--- src/rtl/ps2_pkg.sv ---
// ---------------------------------------------------------------------------
// Package: ps2_pkg
// Shared types and constants for the PS/2 set-2 scancode decoder:
//   - decoder FSM state enum
//   - prefix bytes (E0 extended, F0 break, E1 pause)
//   - modifier key codes (shift, ctrl, caps lock)
//   - event record carried through the event FIFO
// ---------------------------------------------------------------------------
package ps2_pkg;

  typedef enum logic [2:0] {
    ST_IDLE,
    ST_EXT,
    ST_BRK,
    ST_EXTBRK,
    ST_SKIP
  } ps2_state_e;

  localparam logic [7:0] PFX_EXT   = 8'hE0;
  localparam logic [7:0] PFX_BRK   = 8'hF0;
  localparam logic [7:0] PFX_PAUSE = 8'hE1;

  localparam logic [7:0] CODE_LSHIFT = 8'h12;
  localparam logic [7:0] CODE_RSHIFT = 8'h59;
  localparam logic [7:0] CODE_CTRL   = 8'h14;
  localparam logic [7:0] CODE_CAPS   = 8'h58;

  // Bytes that follow the leading E1 of the Pause sequence.
  localparam logic [2:0] PAUSE_TAIL_LEN = 3'd7;

  typedef struct packed {
    logic       ext;
    logic       brk;
    logic [7:0] code;
    logic [7:0] ascii;
  } ps2_evt_t;

  function automatic logic is_prefix(input logic [7:0] b);
    return (b == PFX_EXT) || (b == PFX_BRK) || (b == PFX_PAUSE);
  endfunction

endpackage

--- src/rtl/ps2_ascii_lut.sv ---
// ---------------------------------------------------------------------------
// Module: ps2_ascii_lut
// Combinational map from a set-2 key code to ASCII.
// Ports:
//   i_code   in  8  key code with prefixes stripped
//   i_ext    in  1  code carried an E0 prefix (never mapped)
//   i_upper  in  1  letters map to uppercase
//   o_ascii  out 8  ASCII value, 0x00 when unmapped
// ---------------------------------------------------------------------------
module ps2_ascii_lut (
  input  logic [7:0] i_code,
  input  logic       i_ext,
  input  logic       i_upper,
  output logic [7:0] o_ascii
);

  logic [7:0] w_letter;  // lowercase letter, 0 when not a letter
  logic [7:0] w_fixed;   // digit / space / enter / backspace

  // NOTE: every signal driven here gets a default first so no path can infer a latch.
  always_comb begin
    w_letter = 8'h00;
    w_fixed  = 8'h00;
    case (i_code)
      8'h1C: w_letter = "a";
      8'h32: w_letter = "b";
      8'h21: w_letter = "c";
      8'h23: w_letter = "d";
      8'h24: w_letter = "e";
      8'h2B: w_letter = "f";
      8'h34: w_letter = "g";
      8'h33: w_letter = "h";
      8'h43: w_letter = "i";
      8'h3B: w_letter = "j";
      8'h42: w_letter = "k";
      8'h4B: w_letter = "l";
      8'h3A: w_letter = "m";
      8'h31: w_letter = "n";
      8'h44: w_letter = "o";
      8'h4D: w_letter = "p";
      8'h15: w_letter = "q";
      8'h2D: w_letter = "r";
      8'h1B: w_letter = "s";
      8'h2C: w_letter = "t";
      8'h3C: w_letter = "u";
      8'h2A: w_letter = "v";
      8'h1D: w_letter = "w";
      8'h22: w_letter = "x";
      8'h35: w_letter = "y";
      8'h1A: w_letter = "z";
      8'h45: w_fixed  = "0";
      8'h16: w_fixed  = "1";
      8'h1E: w_fixed  = "2";
      8'h26: w_fixed  = "3";
      8'h25: w_fixed  = "4";
      8'h2E: w_fixed  = "5";
      8'h36: w_fixed  = "6";
      8'h3D: w_fixed  = "7";
      8'h3E: w_fixed  = "8";
      8'h46: w_fixed  = "9";
      8'h29: w_fixed  = 8'h20;
      8'h5A: w_fixed  = 8'h0D;
      8'h66: w_fixed  = 8'h08;
      default: ;
    endcase

    if (i_ext)
      o_ascii = 8'h00;
    else if (w_letter != 8'h00)
      o_ascii = i_upper ? (w_letter - 8'h20) : w_letter;
    else
      o_ascii = w_fixed;
  end

endmodule

--- src/rtl/ps2_scancode_decoder.sv ---
// ---------------------------------------------------------------------------
// Module: ps2_scancode_decoder
// Folds raw PS/2 set-2 bytes (E0/F0/E1 prefixes) into key events, filters
// typematic repeats, tracks shift/ctrl/caps, attaches ASCII and queues the
// events in a small FIFO drained through a valid/ready port.
// Ports:
//   clk, rst (sync, active-high)
//   in_data[7:0], in_valid           raw byte strobe, no backpressure
//   evt_valid, evt_ready             FIFO head handshake
//   evt_code, evt_ext, evt_break,
//   evt_ascii                        head event fields (0 when empty)
//   shift_held, ctrl_held, caps_lock modifier state
//   key_count[7:0]                   pushed make events, wrapping
//   evt_overflow                     sticky: event dropped on full FIFO
// ---------------------------------------------------------------------------
module ps2_scancode_decoder
  import ps2_pkg::*;
#(
  parameter int FIFO_DEPTH    = 4,
  parameter int FILTER_REPEAT = 1
) (
  input  logic       clk,
  input  logic       rst,
  input  logic [7:0] in_data,
  input  logic       in_valid,
  output logic       evt_valid,
  input  logic       evt_ready,
  output logic [7:0] evt_code,
  output logic       evt_ext,
  output logic       evt_break,
  output logic [7:0] evt_ascii,
  output logic       shift_held,
  output logic       ctrl_held,
  output logic       caps_lock,
  output logic [7:0] key_count,
  output logic       evt_overflow
);

  localparam int AW = $clog2(FIFO_DEPTH);

  // ---------------- prefix FSM ----------------
  ps2_state_e r_state, w_state_nxt;
  logic [2:0] r_skip_cnt;
  logic       w_emit, w_ext, w_brk;

  // NOTE: clocked state uses non-blocking assignments so every register samples pre-edge values.
  always_ff @(posedge clk) begin
    if (rst) r_state <= ST_IDLE;
    else     r_state <= w_state_nxt;
  end

  always_comb begin
    w_state_nxt = r_state;
    if (in_valid) begin
      unique case (r_state)
        ST_IDLE: begin
          if (in_data == PFX_EXT)        w_state_nxt = ST_EXT;
          else if (in_data == PFX_BRK)   w_state_nxt = ST_BRK;
          else if (in_data == PFX_PAUSE) w_state_nxt = ST_SKIP;
        end
        ST_EXT: begin
          if (in_data == PFX_BRK)        w_state_nxt = ST_EXTBRK;
          else if (!is_prefix(in_data))  w_state_nxt = ST_IDLE;
        end
        ST_BRK, ST_EXTBRK: begin
          if (!is_prefix(in_data))       w_state_nxt = ST_IDLE;
        end
        ST_SKIP: begin
          if (r_skip_cnt <= 3'd1)        w_state_nxt = ST_IDLE;
        end
        default: w_state_nxt = ST_IDLE;
      endcase
    end
  end

  always_comb begin
    w_emit = 1'b0;
    w_ext  = 1'b0;
    w_brk  = 1'b0;
    if (in_valid && !is_prefix(in_data)) begin
      case (r_state)
        ST_IDLE:   w_emit = 1'b1;
        ST_EXT:    begin w_emit = 1'b1; w_ext = 1'b1; end
        ST_BRK:    begin w_emit = 1'b1; w_brk = 1'b1; end
        ST_EXTBRK: begin w_emit = 1'b1; w_ext = 1'b1; w_brk = 1'b1; end
        default: ;
      endcase
    end
  end

  // Counts down the Pause tail so its bytes never reach the event path.
  always_ff @(posedge clk) begin
    if (rst) begin
      r_skip_cnt <= 3'd0;
    end else if (in_valid) begin
      if (r_state == ST_IDLE && in_data == PFX_PAUSE) r_skip_cnt <= PAUSE_TAIL_LEN;
      else if (r_state == ST_SKIP)                    r_skip_cnt <= r_skip_cnt - 3'd1;
    end
  end

  // ---------------- repeat filter ----------------
  logic       r_held_valid, r_held_ext;
  logic [7:0] r_held_code;
  logic       w_held_hit, w_accept;

  assign w_held_hit = r_held_valid && (r_held_ext == w_ext) && (r_held_code == in_data);
  assign w_accept   = w_emit && !((FILTER_REPEAT != 0) && !w_brk && w_held_hit);

  always_ff @(posedge clk) begin
    if (rst) begin
      r_held_valid <= 1'b0;
      r_held_ext   <= 1'b0;
      r_held_code  <= 8'h00;
    end else if (w_accept) begin
      if (!w_brk) begin
        r_held_valid <= 1'b1;
        r_held_ext   <= w_ext;
        r_held_code  <= in_data;
      end else if (w_held_hit) begin
        r_held_valid <= 1'b0;
      end
    end
  end

  // ---------------- modifiers ----------------
  logic r_lshift, r_rshift, r_lctrl, r_rctrl, r_caps;

  always_ff @(posedge clk) begin
    if (rst) begin
      r_lshift <= 1'b0;
      r_rshift <= 1'b0;
      r_lctrl  <= 1'b0;
      r_rctrl  <= 1'b0;
      r_caps   <= 1'b0;
    end else if (w_accept && !w_ext) begin
      case (in_data)
        CODE_LSHIFT: r_lshift <= !w_brk;
        CODE_RSHIFT: r_rshift <= !w_brk;
        CODE_CTRL:   r_lctrl  <= !w_brk;
        CODE_CAPS:   if (!w_brk) r_caps <= !r_caps;
        default: ;
      endcase
    end else if (w_accept && w_ext && in_data == CODE_CTRL) begin
      r_rctrl <= !w_brk;
    end
  end

  assign shift_held = r_lshift | r_rshift;
  assign ctrl_held  = r_lctrl | r_rctrl;
  assign caps_lock  = r_caps;

  // ASCII sees the modifier state from before this event.
  logic [7:0] w_ascii;

  ps2_ascii_lut u_ascii_lut (
    .i_code  (in_data),
    .i_ext   (w_ext),
    .i_upper (shift_held ^ r_caps),
    .o_ascii (w_ascii)
  );

  // ---------------- event FIFO ----------------
  ps2_evt_t   r_mem [FIFO_DEPTH];
  ps2_evt_t   w_new_evt, w_head;
  logic [AW:0] r_wr_ptr, r_rd_ptr;
  logic       w_empty, w_full, w_pop, w_push;
  logic [7:0] r_key_count;
  logic       r_overflow;

  assign w_new_evt = '{ext: w_ext, brk: w_brk, code: in_data, ascii: w_ascii};
  assign w_empty   = (r_wr_ptr == r_rd_ptr);
  assign w_full    = (r_wr_ptr[AW] != r_rd_ptr[AW]) &&
                     (r_wr_ptr[AW-1:0] == r_rd_ptr[AW-1:0]);
  assign w_pop     = !w_empty && evt_ready;
  assign w_push    = w_accept && (!w_full || w_pop);

  // NOTE: the storage array has no reset; pointers alone define which entries are valid.
  always_ff @(posedge clk) begin
    if (w_push) r_mem[r_wr_ptr[AW-1:0]] <= w_new_evt;
  end

  always_ff @(posedge clk) begin
    if (rst) begin
      r_wr_ptr    <= '0;
      r_rd_ptr    <= '0;
      r_key_count <= 8'h00;
      r_overflow  <= 1'b0;
    end else begin
      if (w_push)                        r_wr_ptr    <= r_wr_ptr + 1'b1;
      if (w_pop)                         r_rd_ptr    <= r_rd_ptr + 1'b1;
      if (w_push && !w_brk)              r_key_count <= r_key_count + 8'd1;
      if (w_accept && w_full && !w_pop)  r_overflow  <= 1'b1;
    end
  end

  // Head is forced to zero when empty so unwritten storage never shows.
  assign w_head       = w_empty ? '0 : r_mem[r_rd_ptr[AW-1:0]];
  assign evt_valid    = !w_empty;
  assign evt_code     = w_head.code;
  assign evt_ext      = w_head.ext;
  assign evt_break    = w_head.brk;
  assign evt_ascii    = w_head.ascii;
  assign key_count    = r_key_count;
  assign evt_overflow = r_overflow;

endmodule

--- config.mk ---
export PLATFORM = sky130hd
export DESIGN_NAME = ps2_scancode_decoder
export DESIGN_NICKNAME = d
export VERILOG_FILES = /design/src/rtl/ps2_pkg.sv /design/src/rtl/ps2_ascii_lut.sv /design/src/rtl/ps2_scancode_decoder.sv
export SDC_FILE = /design/constraint.sdc
export NUM_CORES = 1
export LEC_CHECK = 0
export CAP_MARGIN = 20
export CORE_ASPECT_RATIO = 0.6
export CORE_UTILIZATION = 35
export CTS_BUF_LIST = sky130_fd_sc_hd__clkbuf_4
export DETAILED_ROUTE_END_ITERATION = 8
export PLACE_DENSITY = 0.63
export SETUP_SLACK_MARGIN = 0.2
export SLEW_MARGIN = 40
export SYNTH_ARGS = -nofsm -noshare
export SYNTH_HDL_FRONTEND = slang
export SYNTH_HIERARCHICAL = 1
export SYNTH_SLANG_ARGS = --single-unit
--- constraint.sdc ---
create_clock -name clk -period 3.1 [get_ports clk]
set_input_delay 0.465 -clock clk [delete_from_list [all_inputs] [get_ports clk]]
set_output_delay 0.465 -clock clk [all_outputs]
set_load 0.1 [all_outputs]
==> results.txt <==
Crit path largest cell delay = 0.62 ns
CP Data Arrival Time = 2.26 ns
Die Area = 17300 µm²
RSZ-0062 raised after global routing = false
I/O pins = 43
FF-to-FF path depth = 4
# hold bufs at CTS = 0
Setup Fix Bufs, Post-CTS = 0
synthesized flop and latch total = 110
CTS sink count = 110
DP Wirelength = 10500 µm
Port Buf Inserts = 42
1st-iter DRT viols = 333
cell count after synthesis = 510
final worst slack = 0.374 ns
Worst Setup Path Type = reg2out
vias per cell = 5.42
final cell count without fillers = 809
Final Routed Wirelength = 14800 µm
final-report hold violation count = 0
CTS max path bufs = 2
R2R Path Start = r_state[0]$_SDFFE_PP0P_
initial antenna violation count = 0
Max VDD drop = 517 µV
fillers = 1548
die width = 169 µm
leakage power = 0.00251 µW
Chip Height = 102 µm
Max Cap Viol = 0
Syn Area/Cell = 11.5 µm²
Unique masters post-synth = 81
Final Setup Violations = 0
GRT overflow = 0
Max Slew Vio Count = 0
pwr dens = 570 nW/µm²
number of synthesized flops with an enable pin = 72
Root Driver = clkbuf_4
first-pass GRT wire length = 23700 µm
layout cell share with drive strength beyond 1 = 23.1%
Async SR Flop Fraction = 0%
WP data required = 2.63 ns
Net count, final = 597
Setup Skew = 0.0254 ns
Vias = 4381
vias in the first global route = 4200
P&R area growth vs syn = 22.1%
Primary FF master, synth = edfxtp_1
end of the critical path = evt_code[6]
worst hold path class = reg2reg
worst hold stages = 2
Netlist Area Pre-Place = 5850 µm²
cts bufs inserted = 9
Worst slew margin = 51.7%
H-tree depth = 3
Final Cycle Share = 87.9%
antenna-violating nets left = 0
status = completed
Worst Setup Start Kind = register
CP max-delay cell = mux4_2
Crit Path Max Fanout = 18
R2R Path End = r_mem[3][9]$_DFFE_PP_
Tmin final = 2.73 ns
std cell rows = 36
Levels on crit path = 4
Total GRT Usage = 18.2%
final hold slack = 0.470 ns
Setup TNS = 0 ns
Fmax = 367 MHz
clock slew at reported path FFs = 0.19 ns
Top Family by Delay on Critical Path = multiplexers
Core ar. = 16300 µm²
worst skew pair latency = 0.47 ns
post-CTS resize count = 0
DRC = 0
CP cell instances = buf_4 -> mux4_2 -> and2_1 -> buf_12
1st-pass router iterations = 7
post-synthesis sequential area ratio = 50.0%
Warnings, synthesis = 6
flop-to-flop setup slack = 1.02 ns
largest net degree at the start of global routing = 39
crit path buf inv count = 2
WL/cell = 18.3 µm
Setup WS pre-CTS = 0.146 ns
syn_nets = 532
critical path capture point type = output port
worst slew pin tran = 0.724 ns
Initial Util = 35.9%
TritonCTS clock tree = built
dpl cells = 792
routability cong. = 0.854
==> placed cells by master (no fill, tap or decap), types with 9 or more instances in the layout <==
| master | netlist | final |
|---|---|---|
| edfxtp_1 | 72 | 72 |
| buf_4 | 2 | 47 |
| nand2_1 | 45 | 45 |
| dfxtp_1 | 38 | 38 |
| nor2_1 | 33 | 33 |
| buf_12 | 0 | 27 |
| and2_1 | 25 | 25 |
| a21oi_1 | 25 | 25 |
| mux4_2 | 18 | 18 |
| inv_1 | 17 | 17 |
| mux2i_1 | 13 | 13 |
| o21ai_0 | 12 | 12 |
| xnor2_1 | 11 | 11 |
| clkdlybuf4s50_1 | 0 | 11 |
| a31oi_1 | 10 | 10 |
| ha_1 | 10 | 10 |
| clkbuf_4 | 0 | 10 |
| nor3_1 | 9 | 9 |
| nor2b_1 | 9 | 9 |
==> where the power goes <==
group	internal [µW]	total [µW]	switching, µW
Combinational	586	1640	1060
Clock	271	775	504
Sequential	1630	1660	28.2
Total	2480	4070	1590
==> per-stage QoR <==
| step | power, µW | utilization [%] | instance area (µm²) |
|---|---|---|---|
| floorplan | 2740 | - | 5850 |
| global placement | 3310 | 42.9 | 6990 |
| detailed placement | 3340 | 42.8 | 6990 |
| CTS | 4120 | 43.8 | 7140 |
| global route | 4230 | 43.8 | 7140 |
| finish | 4070 | 43.8 | 7140 |
==> layout make-up <==
class | count | area [µm²] | share of cell area, %
clock buffers | 10 | 75.1 | 1.05
diodes | 1 | 2.50 | 0.0350
repair buffers | 86 | 1010 | 14.1
well taps | 228 | 285 | 3.99
multi-input cells | 350 | 2700 | 37.8
clock inverters | 6 | 78.8 | 1.10
inverters | 18 | 67.6 | 0.946
flip-flops and latches | 110 | 2920 | 40.9
==> routing by layer <==
metal	up-vias	share of wire [%]	track usage [%]	routed length, µm
li1	2055	-	-	-
met1	2173	52	27.3	7640
met2	139	42	27.0	6210
met3	14	5.6	3.80	827
met4	0	0.72	3.36	106
met5	-	0	0	0
==> cells in the mapped netlist, drive strengths merged (3+ instances only) <==
master  number  area share, %
clkbuf      13           0.83
o31ai        8            1.0
nor4         4           0.79
a311oi       5            1.2
and4b        4           0.68
xor2         7            1.0
and2        26            2.8
mux2i       13            2.2
nand4b       4           0.71
buf         19            1.9
dfxtp       38             13
mux2         3           0.58
o22ai        5           0.53
and3b        3           0.51
ha          10            2.1
nor2        34            2.2
a32oi        3           0.45
nand2b       5           0.53
or2          3           0.32
mux4        18            6.9
o21a         6           0.77
edfxtp      72             37
nor2b        9           0.96
nand4        6           0.64
nand3        8           0.68
xnor2       11            1.6
a21oi       25            2.1
nand2       46            3.1
o21ai       13            1.1
nor3b        8            1.3
nor3         9           0.77
inv         17            1.1
a32o         3           0.51
a31oi       11            1.4
or4          6           0.77
==> worst min-delay path by stage <==
stage,to,slack (ns),from
final,evt_overflow$_SDFFE_PP0P_,0.47,evt_overflow$_SDFFE_PP0P_
after global routing,evt_overflow$_SDFFE_PP0P_,0.50,evt_overflow$_SDFFE_PP0P_
after CTS,evt_overflow$_SDFFE_PP0P_,0.47,evt_overflow$_SDFFE_PP0P_
after detailed placement,evt_overflow$_SDFFE_PP0P_,0.45,evt_overflow$_SDFFE_PP0P_
after global placement,evt_overflow$_SDFFE_PP0P_,0.44,evt_overflow$_SDFFE_PP0P_
after floorplan,r_lshift$_SDFFE_PP0P_,0.43,r_lshift$_SDFFE_PP0P_
==> registers in the layout (all words and copies together) (netlist names), named ones only <==
register      flops
r_lctrl           1
r_rd_ptr          3
r_wr_ptr          3
caps_lock         1
r_lshift          1
r_skip_cnt        3
r_mem            72
r_rshift          1
r_state           3
r_held_code       8
r_rctrl           1
key_count         8
r_held_valid      1
evt_overflow      1
r_held_ext        1
==> cell families (layout without fill, tap and decap cells) <==
kind of cell	Yosys count	count (layout)	synth area share, %
and+or+nand+nor	188	188	18.8
DFF	110	110	50.0
AOI/OAI and AO/OA	100	100	12.9
buffers and inverters	50	120	3.85
muxes	34	34	9.73
xor gates and xnor gates	18	18	2.69
adders and majority gates	10	10	2.14
other	0	1	0
==> worst reg2reg max path: cells and delay by family, from the launching register on <==
family,cells,cell delay (ns)
AND/OR/NAND/NOR,1,0.18
flip-flops,1,0.57
buffers and inverters,1,0.29
AO/OA/AOI/OAI,1,0.43
XOR/XNOR,1,0.32
Power figures use the tool's default switching activity.
==> variant 1, RTL diff (config.mk and constraints unchanged) <==
Set the parameter `FIFO_DEPTH` to 8 (it was 4).
--- a/src/rtl/ps2_scancode_decoder.sv
+++ b/src/rtl/ps2_scancode_decoder.sv
@@ -16,7 +16,7 @@
 module ps2_scancode_decoder
   import ps2_pkg::*;
 #(
-  parameter int FIFO_DEPTH    = 4,
+  parameter int FIFO_DEPTH    = 8,
   parameter int FILTER_REPEAT = 1
 ) (
   input  logic       clk,
Behaviour: not the same (Yosys sat finds a counterexample within 10 cycles, from zero or initial values and one cycle with rst high).
==> variant 1 against the unedited design <==
  * Total power up 58%
  * Fmax down 2.4%
  * Hold slack worse by 3.6 ps
  * Wire length up 38%
  * Setup slack worse by 66 ps
  * Sequential power up 69%
  * First-iteration DRC count up 34%
  * Area after synthesis up 46%
  * Sequential cell count up 75
  * Cell area up 46%
  * Clock power up 91%
  * Die area up 45%
==> variant 1: results (changes against the unedited design) <==
status: complete, no violations
synthesized-area fraction occupied by adder cells: 1.03% (-1.1 points)
Synth cell types: 73 (-9.9%)
Via Count: 5,521 (+26%)
global-route wire length before repair: 31,700 um (+34%)
Place WS: -37.1 ps (-183 ps)
pin count of the biggest net entering global routing: 38 (-2.6%)
number of synthesized flops with an enable pin: 144 (+100%)
Port Buffer Count: 42 (unchanged)
Num CTS Buffers: 17 (+8)
CTS HTree Levels: 4 (+1)
xor/xnor cell area share of the yosys netlist: 2.16% (-0.54 points)
fin nets: 715 (+20%)
starting DRC count in detailed routing: 447 (+34%)
CTS root buffer: clkbuf_4
post-detail-place hpwl: 13,900 um (+32%)
Antenna diodes: 0 (-1)
worst min path class: reg2reg
layout cells sized above 1: 30.6% (+7.5 points)
CTS max path bufs: 2 (unchanged)
Seq/Total Area, Yosys: 60.4% (+10 points)
largest family of logic cells by synthesized area: multiplexers
leading post-synthesis cells by instance count: 144 x edfxtp_1, 64 x nor2_1, 41 x dfxtp_1
post-synthesis compound-gate area fraction: 8.18% (-4.7 points)
Fillers: 2,064 (+33%)
Clock transition at path regs: 150 ps (-40 ps)
largest cells by area after synthesis: edfxtp_1 51%, dfxtp_1 9.6%, mux4_2 9.5%
CP max FO: 14 (-4)
worst vdd ir: 0.420 mV (-19%)
Total GRT Usage: 17.1% (-1.1 points)
worst skew pair latency: 590 ps (+120 ps)
share of flip-flops with an asynchronous set or reset: 0% (unchanged)
Tightest Pin Transition: 662 ps (-62.3 ps)
vias in the first global route: 5,442 (+30%)
final wirelength: 20,300 um (+38%)
mux cell area share after synthesis: 13.3% (+3.5 points)
Yosys warning total: 6 (unchanged)
Largest register FFs: 144 (+100%)
TritonRoute pass-1 iters: 5 (-2)
dominant synthesized flop cell: edfxtp_1
initial antenna violation count: 0 (unchanged)
RePlAce Congestion: 0.873 (+2.2%)
Final Skew: 36.2 ps (+10.8 ps)
LEAKAGE: 3.49 nW (+39%)
net count after synthesis: 631 (+19%)
variant 1: critical path: stages (launching register included):
cell,delay (ps)
dfxtp_4,460
bufbuf_16,340
mux4_2,520
mux2i_1,190
nor2_2,70
buf_12,160
variant 1: power by group:
group / internal [W] / switching (W)
sequential: 0.00274 / 0.0000645
combinational: 0.000858 / 0.00129
clock: 0.000641 / 0.000835
total: 0.00424 / 0.00219
variant 1: kinds of logic after synthesis:
family                   after synthesis
flip-flops                           185
AO/OA/AOI/OAI                         98
buffers and inverters                 49
AND/OR/NAND/NOR                      184
adder cells (fa/ha/maj)                7
XOR/XNOR                              21
multiplexers                          68
variant 1: what timing repair did:
item	CTS	global route
setup buffers	2	1
gates cloned	1	0
endpoints found under the setup margin	19	12
gates resized for setup	7	2
variant 1: stage by stage:
step,total power [W],instances
detailed placement,0.00496,988
floorplan,0.00420,612
CTS,0.00648,1023
global placement,0.00493,988
finish,0.00644,1024
global route,0.00668,1024
variant 1: final timing paths:
check	from	to	slack (ps)	cells after the start
setup / recovery	flip-flop	evt_ascii[3]	310	5
hold / removal	evt_overflow	evt_overflow	470	2
setup reg to reg	r_state[0]	r_mem[2][3]	690	4
hold reg to reg	evt_overflow	evt_overflow	470	2
variant 1: final cells by class:
type                    count  area [um2]  share of cell area, %
clock buffers              17         128                   1.22
clock inverters            15         194                   1.86
inverters                  11        41.3                  0.396
multi-input cells         378        3230                   30.9
flip-flops and latches    185        5150                   49.4
well taps                 315         394                   3.78
repair buffers            103        1290                   12.4
variant 1: routing by layer:
layer	up-vias	GRT usage, %	share of wire (%)
met5	-	0	0
li1	2544	-	-
met2	159	25.7	44
met3	15	3.51	5.1
met1	2803	25.3	50
met4	0	4.04	0.81
==> variant 2, RTL diff (same settings) <==
Made on the original files. Make the reset (`rst`) asynchronous in 5 clocked blocks.
--- a/src/rtl/ps2_scancode_decoder.sv
+++ b/src/rtl/ps2_scancode_decoder.sv
@@ -44,7 +44,7 @@
   logic       w_emit, w_ext, w_brk;
 
   // NOTE: clocked state uses non-blocking assignments so every register samples pre-edge values.
-  always_ff @(posedge clk) begin
+  always_ff @(posedge clk or posedge rst) begin
     if (rst) r_state <= ST_IDLE;
     else     r_state <= w_state_nxt;
   end
@@ -89,7 +89,7 @@
   end
 
   // Counts down the Pause tail so its bytes never reach the event path.
-  always_ff @(posedge clk) begin
+  always_ff @(posedge clk or posedge rst) begin
     if (rst) begin
       r_skip_cnt <= 3'd0;
     end else if (in_valid) begin
@@ -106,7 +106,7 @@
   assign w_held_hit = r_held_valid && (r_held_ext == w_ext) && (r_held_code == in_data);
   assign w_accept   = w_emit && !((FILTER_REPEAT != 0) && !w_brk && w_held_hit);
 
-  always_ff @(posedge clk) begin
+  always_ff @(posedge clk or posedge rst) begin
     if (rst) begin
       r_held_valid <= 1'b0;
       r_held_ext   <= 1'b0;
@@ -125,7 +125,7 @@
   // ---------------- modifiers ----------------
   logic r_lshift, r_rshift, r_lctrl, r_rctrl, r_caps;
 
-  always_ff @(posedge clk) begin
+  always_ff @(posedge clk or posedge rst) begin
     if (rst) begin
       r_lshift <= 1'b0;
       r_rshift <= 1'b0;
@@ -179,7 +179,7 @@
     if (w_push) r_mem[r_wr_ptr[AW-1:0]] <= w_new_evt;
   end
 
-  always_ff @(posedge clk) begin
+  always_ff @(posedge clk or posedge rst) begin
     if (rst) begin
       r_wr_ptr    <= '0;
       r_rd_ptr    <= '0;
Check against the original RTL: differs if rst is asserted again (counterexample within 4 cycles, from zero or initial values and one cycle with rst high); with rst held inactive, the same outputs for 4 cycles.
==> variant 2 against the unedited design <==
  * The run now ends with DRC left
  * Area after synthesis down 2.9%
  * Wire length down 14%
  * Via count down 11%
  * Sequential cell count down 2
  * Setup slack better by 57 ps
  * Count of clock-buffer cells in the layout down 1
  * Cell area down 4.4%
  * Fmax up 2.1%
  * Largest cell class unchanged
Power is not shown: default switching activity piles up to over one toggle a cycle in this logic, so the estimate is an artifact.
==> variant 2: results (changes against the unedited design) <==
vias in the first global route: 3,826 (-8.9%)
worst r2r path cells: 6 (+2)
Seq/Total Area, Yosys: 53.9% (+3.9 points)
WL/cell: 17.9 um (-2.1%)
Final setup violation count: 0 (unchanged)
Total GRT Usage: 16.0% (-2.1 points)
share of flip-flops with an asynchronous set or reset: 33.3% (+33 points)
RePlAce Congestion: 0.886 (+3.8%)
vias per inst: 5.44 (+0.49%)
Setup Buffers After CTS: 0 (unchanged)
worst min path class: in2async
Data arrival, critical path: 2200 ps (-60 ps)
starting DRC count in detailed routing: 303 (-9.0%)
largest cells by area after synthesis: edfxtp_1 38%, dfrtp_1 16%, mux4_2 7.1%
CTS max path bufs: 2 (unchanged)
net count after synthesis: 463 (-13%)
Critical-path top delay cell: mux4_2
dominant synthesized flop cell: edfxtp_1
CTS HTree Levels: 3 (unchanged)
Final Skew: 26.5 ps (+1.03 ps)
fin nets: 527 (-12%)
TritonRoute pass-1 iters: 7 (unchanged)
grt total ovfl: 0 (unchanged)
global-route wire length before repair: 20,500 um (-14%)
failing checks: DRC
Synth cell types: 72 (-11%)
CP max FO: 20 (+2)
Num CTS Buffers: 9 (unchanged)
number of synthesized flops with an enable pin: 72 (unchanged)
Port Buffer Count: 42 (unchanged)
status: complete, but fails checks
Critical Path Max Stage Delay: 590 ps (-30 ps)
pin count of the biggest net entering global routing: 41 (+5.1%)
post-detail-place hpwl: 9010 um (-14%)
Largest register FFs: 72 (unchanged)
CTS root buffer: clkbuf_4
Clock transition at path regs: 170 ps (-20 ps)
initial antenna violation count: 0 (unchanged)
CTS resizes: 0 (unchanged)
worst skew pair latency: 470 ps (about the same)
Tightest Pin Transition: 704 ps (-20.1 ps)
Yosys warning total: 6 (unchanged)
Antenna diodes: 0 (-1)
DRC viols: 1 (+1)
layout cells sized above 1: 26.5% (+3.4 points)
leading post-synthesis cells by instance count: 72 x edfxtp_1, 36 x dfrtp_1, 27 x nor2_1
==> variant 2: cell types whose count changed after synthesis, sizes merged, moves of 6 or more <==
cell    before  now
dfxtp       38    0
dfrtp        0   36
nand2       46   21
mux2i       13    2
mux2         3   12
xor2         7   15
inv         17   10
o31ai        8    1
a31oi       11    5
clkbuf      13    7
nor2        34   28
or4          6    0
==> variant 2: worst paths after layout <==
kind                         startpoint           end  slack (ps)
setup / recovery            r_rd_ptr[0]  evt_ascii[2]         430
hold / removal                      rst  key_count[5]         290
setup reg to reg            r_wr_ptr[1]   r_mem[0][6]         900
hold reg to reg            key_count[7]  key_count[7]         490
max in group asynchronous           rst   r_rd_ptr[1]        2080
min in group clk           key_count[7]  key_count[7]         490
==> variant 2: logic make-up (layout without fill, tap and decap cells) <==
group / Yosys count / count (layout) / synth area share, %
AO/OA/AOI/OAI: 73 / 73 / 9.51
XOR/XNOR: 29 / 29 / 4.60
flip-flops: 108 / 108 / 53.9
buffers and inverters: 35 / 104 / 2.93
multiplexers: 32 / 32 / 9.93
AND/OR/NAND/NOR: 154 / 154 / 16.9
adder cells (fa/ha/maj): 10 / 10 / 2.20
==> variant 2: layout make-up <==
| class | count | area [um2] |
|---|---|---|
| multi-input cells | 298 | 2460 |
| repair buffers | 77 | 888 |
| clock buffers | 9 | 67.6 |
| inverters | 11 | 41.3 |
| clock inverters | 7 | 57.6 |
| fillers | 1404 | 8760 |
| flip-flops and latches | 108 | 3060 |
| well taps | 203 | 254 |
==> variant 2: stage by stage <==
stage | instance area [um2] | worst slack, ps | hold WS [ps] | instances | util, %
after CTS | 6830 | 238 | 284 | 713 | 43.8
after floorplan | 5680 | 568 | 462 | 441 | -
after global routing | 6830 | 308 | 281 | 713 | 43.8
after global placement | 6710 | 157 | 453 | 697 | 43.0
final | 6830 | 432 | 287 | 713 | 43.8
after detailed placement | 6700 | 145 | 459 | 697 | 43.0
==> variant 2: metal layers <==
metal	track usage (%)	share of wire [%]	vias up
li1	-	-	1788
met1	22.6	49	1964
met2	24.8	45	112
met3	4.28	5.7	16
met4	3.49	0.89	0
met5	0	0	-
==> variant 2: worst max-delay path: cells and delay by family (launching register included) <==
kind	cells	cell delay, ps
simple gates	1	220
buf+inv	2	550
flops	1	390
mux	1	590
